--- config.mk ---
export PLATFORM = sky130hd
export DESIGN_NAME = serial_paralelo
export DESIGN_NICKNAME = d
export VERILOG_FILES = /design/src/rtl/serial_paralelo_pkg.sv /design/src/rtl/serial_shift8.sv /design/src/rtl/serial_paralelo.sv
export SDC_FILE = /design/constraint.sdc
export NUM_CORES = 1
export LEC_CHECK = 0
export BUFFER_PORTS_ARGS = -buffer_cell sky130_fd_sc_hd__buf_2
export CAP_MARGIN = 10
export CORE_UTILIZATION = 30
export DETAILED_ROUTE_END_ITERATION = 10
export HOLD_SLACK_MARGIN = 0.05
export PLACE_DENSITY = 0.54
export SYNTH_ARGS = -nofsm -noshare
export SYNTH_HDL_FRONTEND = slang
export SYNTH_HIERARCHICAL = 1
export SYNTH_SLANG_ARGS = --single-unit
--- constraint.sdc ---
create_clock -name clk_32f -period 2.7 [get_ports clk_32f]
set_clock_uncertainty 0.1 [all_clocks]
set_input_delay 0.405 -clock clk_32f [delete_from_list [all_inputs] [get_ports clk_32f]]
set_output_delay 0.405 -clock clk_32f [all_outputs]
set_load 0.01 [all_outputs]
--- src/rtl/serial_paralelo_pkg.sv ---
// Shared constants and FSM encoding for the serial-to-parallel byte aligner.
package serial_paralelo_pkg;

  localparam logic [7:0] BC_DEFAULT         = 8'hBC;
  localparam int         SYNC_COUNT_DEFAULT = 4;

  typedef enum logic [1:0] {
    HUNT   = 2'd0,
    SYNC   = 2'd1,
    ACTIVE = 2'd2
  } state_t;

endpackage

--- src/rtl/serial_shift8.sv ---
// 8-bit serial-in shift register; window is the 8 newest bits including the current input bit.
module serial_shift8 (
  input  logic       clk_32f,
  input  logic       reset,
  input  logic       data_in,
  output logic [7:0] window
);

  logic [7:0] sr;

  always_ff @(posedge clk_32f or posedge reset) begin
    if (reset) begin
      sr <= 8'h00;
    end else begin
      sr <= {sr[6:0], data_in};
    end
  end

  assign window = {sr[6:0], data_in};

endmodule

--- src/rtl/serial_paralelo.sv ---
// Serial-to-parallel converter that hunts for comma bytes, locks byte alignment and emits data bytes.
module serial_paralelo
  import serial_paralelo_pkg::*;
#(
  parameter logic [7:0] BC         = BC_DEFAULT,
  parameter int         SYNC_COUNT = SYNC_COUNT_DEFAULT
) (
  input  logic       clk_32f,
  input  logic       reset,
  input  logic       data_in,
  output logic [7:0] data_out,
  output logic       valid_out,
  output logic       active
);

  localparam int             CW       = $clog2(SYNC_COUNT) + 1;
  localparam logic [CW-1:0]  SYNC_MAX = CW'(SYNC_COUNT);

  state_t        state;
  logic [2:0]    bit_cnt;
  logic [CW-1:0] bc_cnt;
  logic [7:0]    window;
  logic          boundary;
  logic          is_bc;

  serial_shift8 u_shift (
    .clk_32f (clk_32f),
    .reset   (reset),
    .data_in (data_in),
    .window  (window)
  );

  assign boundary = (bit_cnt == 3'd7);
  assign is_bc    = (window == BC);

  // valid_out: no ready side; a high level marks data_out as a fresh non-comma byte
  // for exactly one byte period, and it is only ever high while active is high.
  always_ff @(posedge clk_32f or posedge reset) begin
    if (reset) begin
      state     <= HUNT;
      bit_cnt   <= 3'd0;
      bc_cnt    <= '0;
      data_out  <= 8'h00;
      valid_out <= 1'b0;
      active    <= 1'b0;
    end else begin
      case (state)
        HUNT: begin
          bit_cnt <= 3'd0;
          if (is_bc) begin
            bc_cnt <= CW'(1);
            if (SYNC_MAX <= CW'(1)) begin
              state  <= ACTIVE;
              active <= 1'b1;
            end else begin
              state <= SYNC;
            end
          end else begin
            bc_cnt <= '0;
          end
        end
        SYNC: begin
          bit_cnt <= bit_cnt + 3'd1;
          if (boundary) begin
            if (is_bc) begin
              if (bc_cnt >= SYNC_MAX - CW'(1)) begin
                bc_cnt <= SYNC_MAX;
                state  <= ACTIVE;
                active <= 1'b1;
              end else begin
                bc_cnt <= bc_cnt + CW'(1);
              end
            end else begin
              // Misaligned comma run: restart the hunt from the next bit.
              state   <= HUNT;
              bc_cnt  <= '0;
              bit_cnt <= 3'd0;
            end
          end
        end
        ACTIVE: begin
          bit_cnt <= bit_cnt + 3'd1;
          if (boundary) begin
            if (is_bc) begin
              valid_out <= 1'b0;
            end else begin
              data_out  <= window;
              valid_out <= 1'b1;
            end
          end
        end
        default: begin
          state   <= HUNT;
          bit_cnt <= 3'd0;
          bc_cnt  <= '0;
        end
      endcase
    end
  end

endmodule

Word level (Yosys, flattened, before mapping)

Index checks and enable logic that the tools add are counted.
W data, S select, Z words.

Flip-flop bits (word level): 25
Input port bits: 3
Logic and storage cells: 39

$add $sub $neg: 2
$lt $le $gt $ge: 1
Equal/unequal tests: 7
Muxes and demuxes: 14
Bitwise operators: 2
Reductions and logical operators: 6

Operators by type and width:

| cell                  | number |
|---|---|
| $mux W3               | 5 |
| $pmux W3 S3           | 1 |
| $eq A8 B8 Y1 const B  | 1 |
| $mux W2               | 4 |
| $reduce_and A4 Y1     | 2 |
| $add A3 B1 Y3 const B | 2 |
| $pmux W2 S3           | 1 |
| $pmux W3 S2           | 1 |
| $ne A2 B2 Y1 const B  | 2 |
| $reduce_and A2 Y1     | 2 |
| $eq A3 B3 Y1 const B  | 1 |
| $ge A3 B2 Y1 const B  | 1 |
| $ne A3 B3 Y1 const B  | 1 |
| $reduce_and A3 Y1     | 1 |
| $eq A2 B1 Y1 const B  | 1 |
| $eq A2 B2 Y1 const B  | 1 |
| $logic_not A2 Y1      | 1 |
| $mux W1               | 2 |
| $not A1 Y1            | 2 |

Depth between registers and ports, before layout

Depth after elaboration: 5
Mapped depth: 6

By module

Netlist, hierarchy kept.

Modules (own cells, without submodules):

| module          | times used | cells an instance | area an instance (µm²) | sequential area each (µm²) |
|---|---|---|---|---|
| serial_paralelo | 1          | 75                | 880.8                  | 450.4 |
| serial_shift8   | 1          | 9                 | 186.4                  | 175.2 |

Least setup slack after synthesis

OpenSTA, ideal clock, no wires.

Path kind: input -> register
Start: input port data_in
End: register state[0]
Setup time: 0.080 ns
Arrival time: 1.623 ns
Path slack: 0.897 ns
Cell stages on the path: 5
Path buffers: 1
Cells stage by stage: buf_4 > or4b_4 > or2_4 > o31a_1 > o22ai_2

Cells in the longest elaborated chain, start to end: 4

RTL lines:

| element              | RTL line              | text |
|---|---|---|
| start, declared      | serial_paralelo.sv:10 | `input logic data_in,` |
| $eq A8 B8 Y1 *       | serial_paralelo.sv:34 | `assign is_bc = (window == BC);` |
| $mux W2              | serial_paralelo.sv:65 | `if (is_bc) begin` |
| $mux W2              | serial_paralelo.sv:64 | `if (boundary) begin` |
| $pmux W2 S3          | serial_paralelo.sv:47 | `case (state)` |
| end signal, assigned | serial_paralelo.sv:40 | `state <= HUNT;` |
| end signal, assigned | serial_paralelo.sv:53 | `state <= ACTIVE;` |
| end signal, assigned | serial_paralelo.sv:68 | `state <= ACTIVE;` |
| end, declared        | serial_paralelo.sv:19 | `state_t state;` |

Every way passes the cells marked *; elsewhere a longest branch is shown, timed or not. The select of a mux whose other input is x is not followed.
A chain may end at the register's enable or synchronous reset.

Worst setup path after layout

Start: register bc_cnt[0]
End: register state[0]

Cells in the longest elaborated chain, start to end: 3

RTL lines:

| element                     | RTL line              | text |
|---|---|---|
| start, declared             | serial_paralelo.sv:21 | `logic [CW-1:0] bc_cnt;` |
| start signal, assigned      | serial_paralelo.sv:71 | `bc_cnt <= bc_cnt + CW'(1);` |
| $ge A3 B2 Y1                | serial_paralelo.sv:66 | `if (bc_cnt >= SYNC_MAX - CW'(1)) begin` |
| $ne A3 B3 Y1 (no line)      | --                    |  |
| $reduce_and A4 Y1 (no line) | --                    |  |
| end signal, assigned        | serial_paralelo.sv:68 |  |
| end signal, assigned        | serial_paralelo.sv:75 | `state <= HUNT;` |
| end signal, assigned        | serial_paralelo.sv:93 | `state <= HUNT;` |

Every way passes these cells.

==> results.md <==
* # setup viols final at 0
* Post-synth top area share at 58.6%
* Largest cells by area after synthesis: dfrtp_1 (59%), mux2_2 (8.4%), ha_1 (8.2%), a21oi_1 (2.8%), inv_1 (2.8%)
* DP HPWL at 1.32 mm
* Die ar. at 0.00380 mm2
* Die W at 61.6 um
* Startpoint types: register
* Hold path cells at 1
* Post-layout min period at 1970 ps
* Port Buffers at 12
* Hold Vio Cnt, Final at 0
* RSZ-0062 raised after global routing: no
* CP max-delay cell: a211oi_1
* Residual DRC at 0
* Finished Cell Area at 0.00122 mm2
* Status: completed
* Die H at 61.6 um
* Core area at 0.00336 mm2
* Max-slew headroom at 52.7%
* CTS buffer count at 3
* Via density at 4.66
* Leak at 0.613 nW
* Max capacitance violation total at 0
* CP max FO at 5
* Count of pins over their slew limit at 0
* Yosys cell types at 25
* Row cnt at 21
* Share of cells above drive strength 1 at 30.0%
* WS Path Type: register to register
* Clock latency on the worst-skew pair at 320 ps
* Clock Sinks at 25
* RePlAce Congestion at 0.755
* Global-route wire length before repair at 2.88 mm
* Most used cell, CP: ha_1
* DR WL/cell at 11.8 um
* H-tree levels at 1
* Number of global-route vias before repair at 624
* Syn nets at 94
* CTS tree: done
* Flop2flop setup slack at 730 ps
* Critical path capture point type: register
* Peak VDD IR at 0.305 mV
* PwrDens at 586 mW/mm2
* #FFs+latches synth at 25
* Diodes inserted at 0
* Clock-pin slew on the worst setup and hold paths at 140 ps
* I/O pins at 13
* Hold_sp: data_in
* Antenna Nets Post-Route at 0
* Setup TNS at 0 ps
* Worst-Margin Slew at 709 ps
* Final cycle utilization of the critical path at 72.8%
* Clock root buffer: clkbuf_4
* Nets at 111
* Cells after Synth at 84
* Clock Path Buffers at 2
* Initial Utilization at 31.7%
* Post-synthesis cell area at 0.00107 mm2
* F_max at 509 MHz
* Via count at 681
* Sequence of cells on the critical path: ha_1, ha_1, a211oi_1, and2_1, o31a_1, o22ai_2
* Start of the worst register-to-register path: bc_cnt[0]
* Largest net degree at the start of global routing at 19
* # Post-CTS Setup Buffers at 0
* Register-to-Register Path Depth at 6
* Cell area after placement at 0.00118 mm2
* Synth warn at 6
* Reg2reg end: state[0]
* Initial DRC count at 13
* Seq/Total Area, Yosys at 58.6%
* Drt pass-1 iters at 2
* Total Wirelength at 1.73 mm
* Avg Cell Area, Syn at 12.7 um2
* Hold Path Class: input port to register
* Area Growth Syn to Fin at 14.2%
* Total track usage at 10.6%
* Area leader, netlist: dfrtp_1
* Critical Path AT at 2090 ps
* Req. time, crit path at 2820 ps
* Initial antenna violation count at 0
* Critical path's largest stage delay at 440 ps
* GRT overflow at 0
* Hold Path End: u_shift/sr[0]
==> layout by cell type, fill, tap and decap left out, drive strengths merged <==
cell type / count
a31o: 1
a21o: 2
and2: 1
mux2: 8
a211oi: 1
o31a: 1
o211a: 1
ha: 7
nand2: 5
buf: 12
or2: 1
dlygate4sd3: 1
dfrtp: 25
nor3b: 1
nor4b: 1
inv: 9
a21oi: 6
or4b: 1
o22ai: 3
clkbuf: 3
o21ai: 3
nand4: 2
nand3: 1
nor2: 4
==> metrics by stage <==
step | setup WS [ps] | total power, mW | utilization [%] | hold WS (ps) | instances
2_1_floorplan | 897 | 0.517 | - | 108 | 84
3_3_place_gp | 762 | 0.546 | 35.0 | 252 | 141
3_5_place_dp | 743 | 0.546 | 35.0 | 259 | 141
4_1_cts | 723 | 0.730 | 36.2 | 96.2 | 146
5_1_grt | 525 | 0.768 | 36.2 | 84.6 | 146
6_report | 734 | 0.715 | 36.2 | 115 | 146
==> registers in the layout, summed over array words and instances, names as in the netlist <==
name and flops:
valid_out 1, data_out 8, state 2, bc_cnt 3, bit_cnt 3, u_shift/sr 7
active 1
==> kinds of logic after synthesis <==
family / count (synthesis) / synth area share (%)
multiplexers: 8 / 8.44
AO/OA/AOI/OAI: 18 / 11.3
flip-flops: 25 / 58.6
buffers and inverters: 9 / 3.52
AND/OR/NAND/NOR: 17 / 9.97
adder cells (fa/ha/maj): 7 / 8.21
==> cell usage after synthesis <==
master and n:
nor3b_1 1, a211oi_1 1, o31a_1 1, a31o_2 1, ha_1 7, dfrtp_1 25
inv_1 8, nand2_1 5, o21ai_0 3, o211a_1 1, buf_4 1, nor2_2 1
o22ai_2 1, nor2_1 2, nor2_4 1, a21o_1 2, or4b_4 1, a21oi_1 6
nor4b_1 1, mux2_2 8, o22ai_1 2, nand4_1 2, nand3_1 1, or2_4 1
and2_1 1
==> layout make-up <==
class | instances | area [um2]
Clock buffer | 3 | 22.5
Multi-Input combinational cell | 50 | 404
Clock inverter | 1 | 8.76
Timing Repair Buffer | 13 | 70.1
Inverter | 8 | 30.0
Sequential cell | 25 | 626
Fill cell | 366 | 2140
Tap cell | 46 | 57.6
==> worst max path at each step <==
stage,start,end,slack [ps],depth (start not counted)
global placement,bc_cnt[0],state[0],760,6
global route,bc_cnt[0],state[1],530,6
detailed placement,bc_cnt[0],state[0],740,6
finish,bc_cnt[0],state[0],730,6
CTS,bc_cnt[0],state[0],720,6
floorplan,data_in,state[0],900,5
==> worst max-delay path: cells and delay by family (launching register included) <==
kind,cells,cell delay [ps]
adders and majority gates,2,370
and+or+nand+nor,1,290
AOI/OAI and AO/OA,3,680
DFF,1,430
==> power by group <==
group | switching [mW] | total [mW] | leakage, nW | internal, mW
clock | 0.116 | 0.176 | 0.0183 | 0.0603
combinational | 0.0857 | 0.141 | 0.270 | 0.0553
sequential | 0.00888 | 0.398 | 0.325 | 0.389
==> metal layers <==
metal	part of all wire (%)	track usage [%]
met3	3.5	3.78
met1	49	14.6
met5	0	0
met2	47	15.7
met4	0	2.86
==> what timing repair did <==
item | CTS | global route
setup endpoints to repair | 0 | 0
hold buffers | 1 | 0
endpoints found under the hold margin | 7 | 0
gates resized for setup | 0 | 0
(Power assumes the default switching activity.)
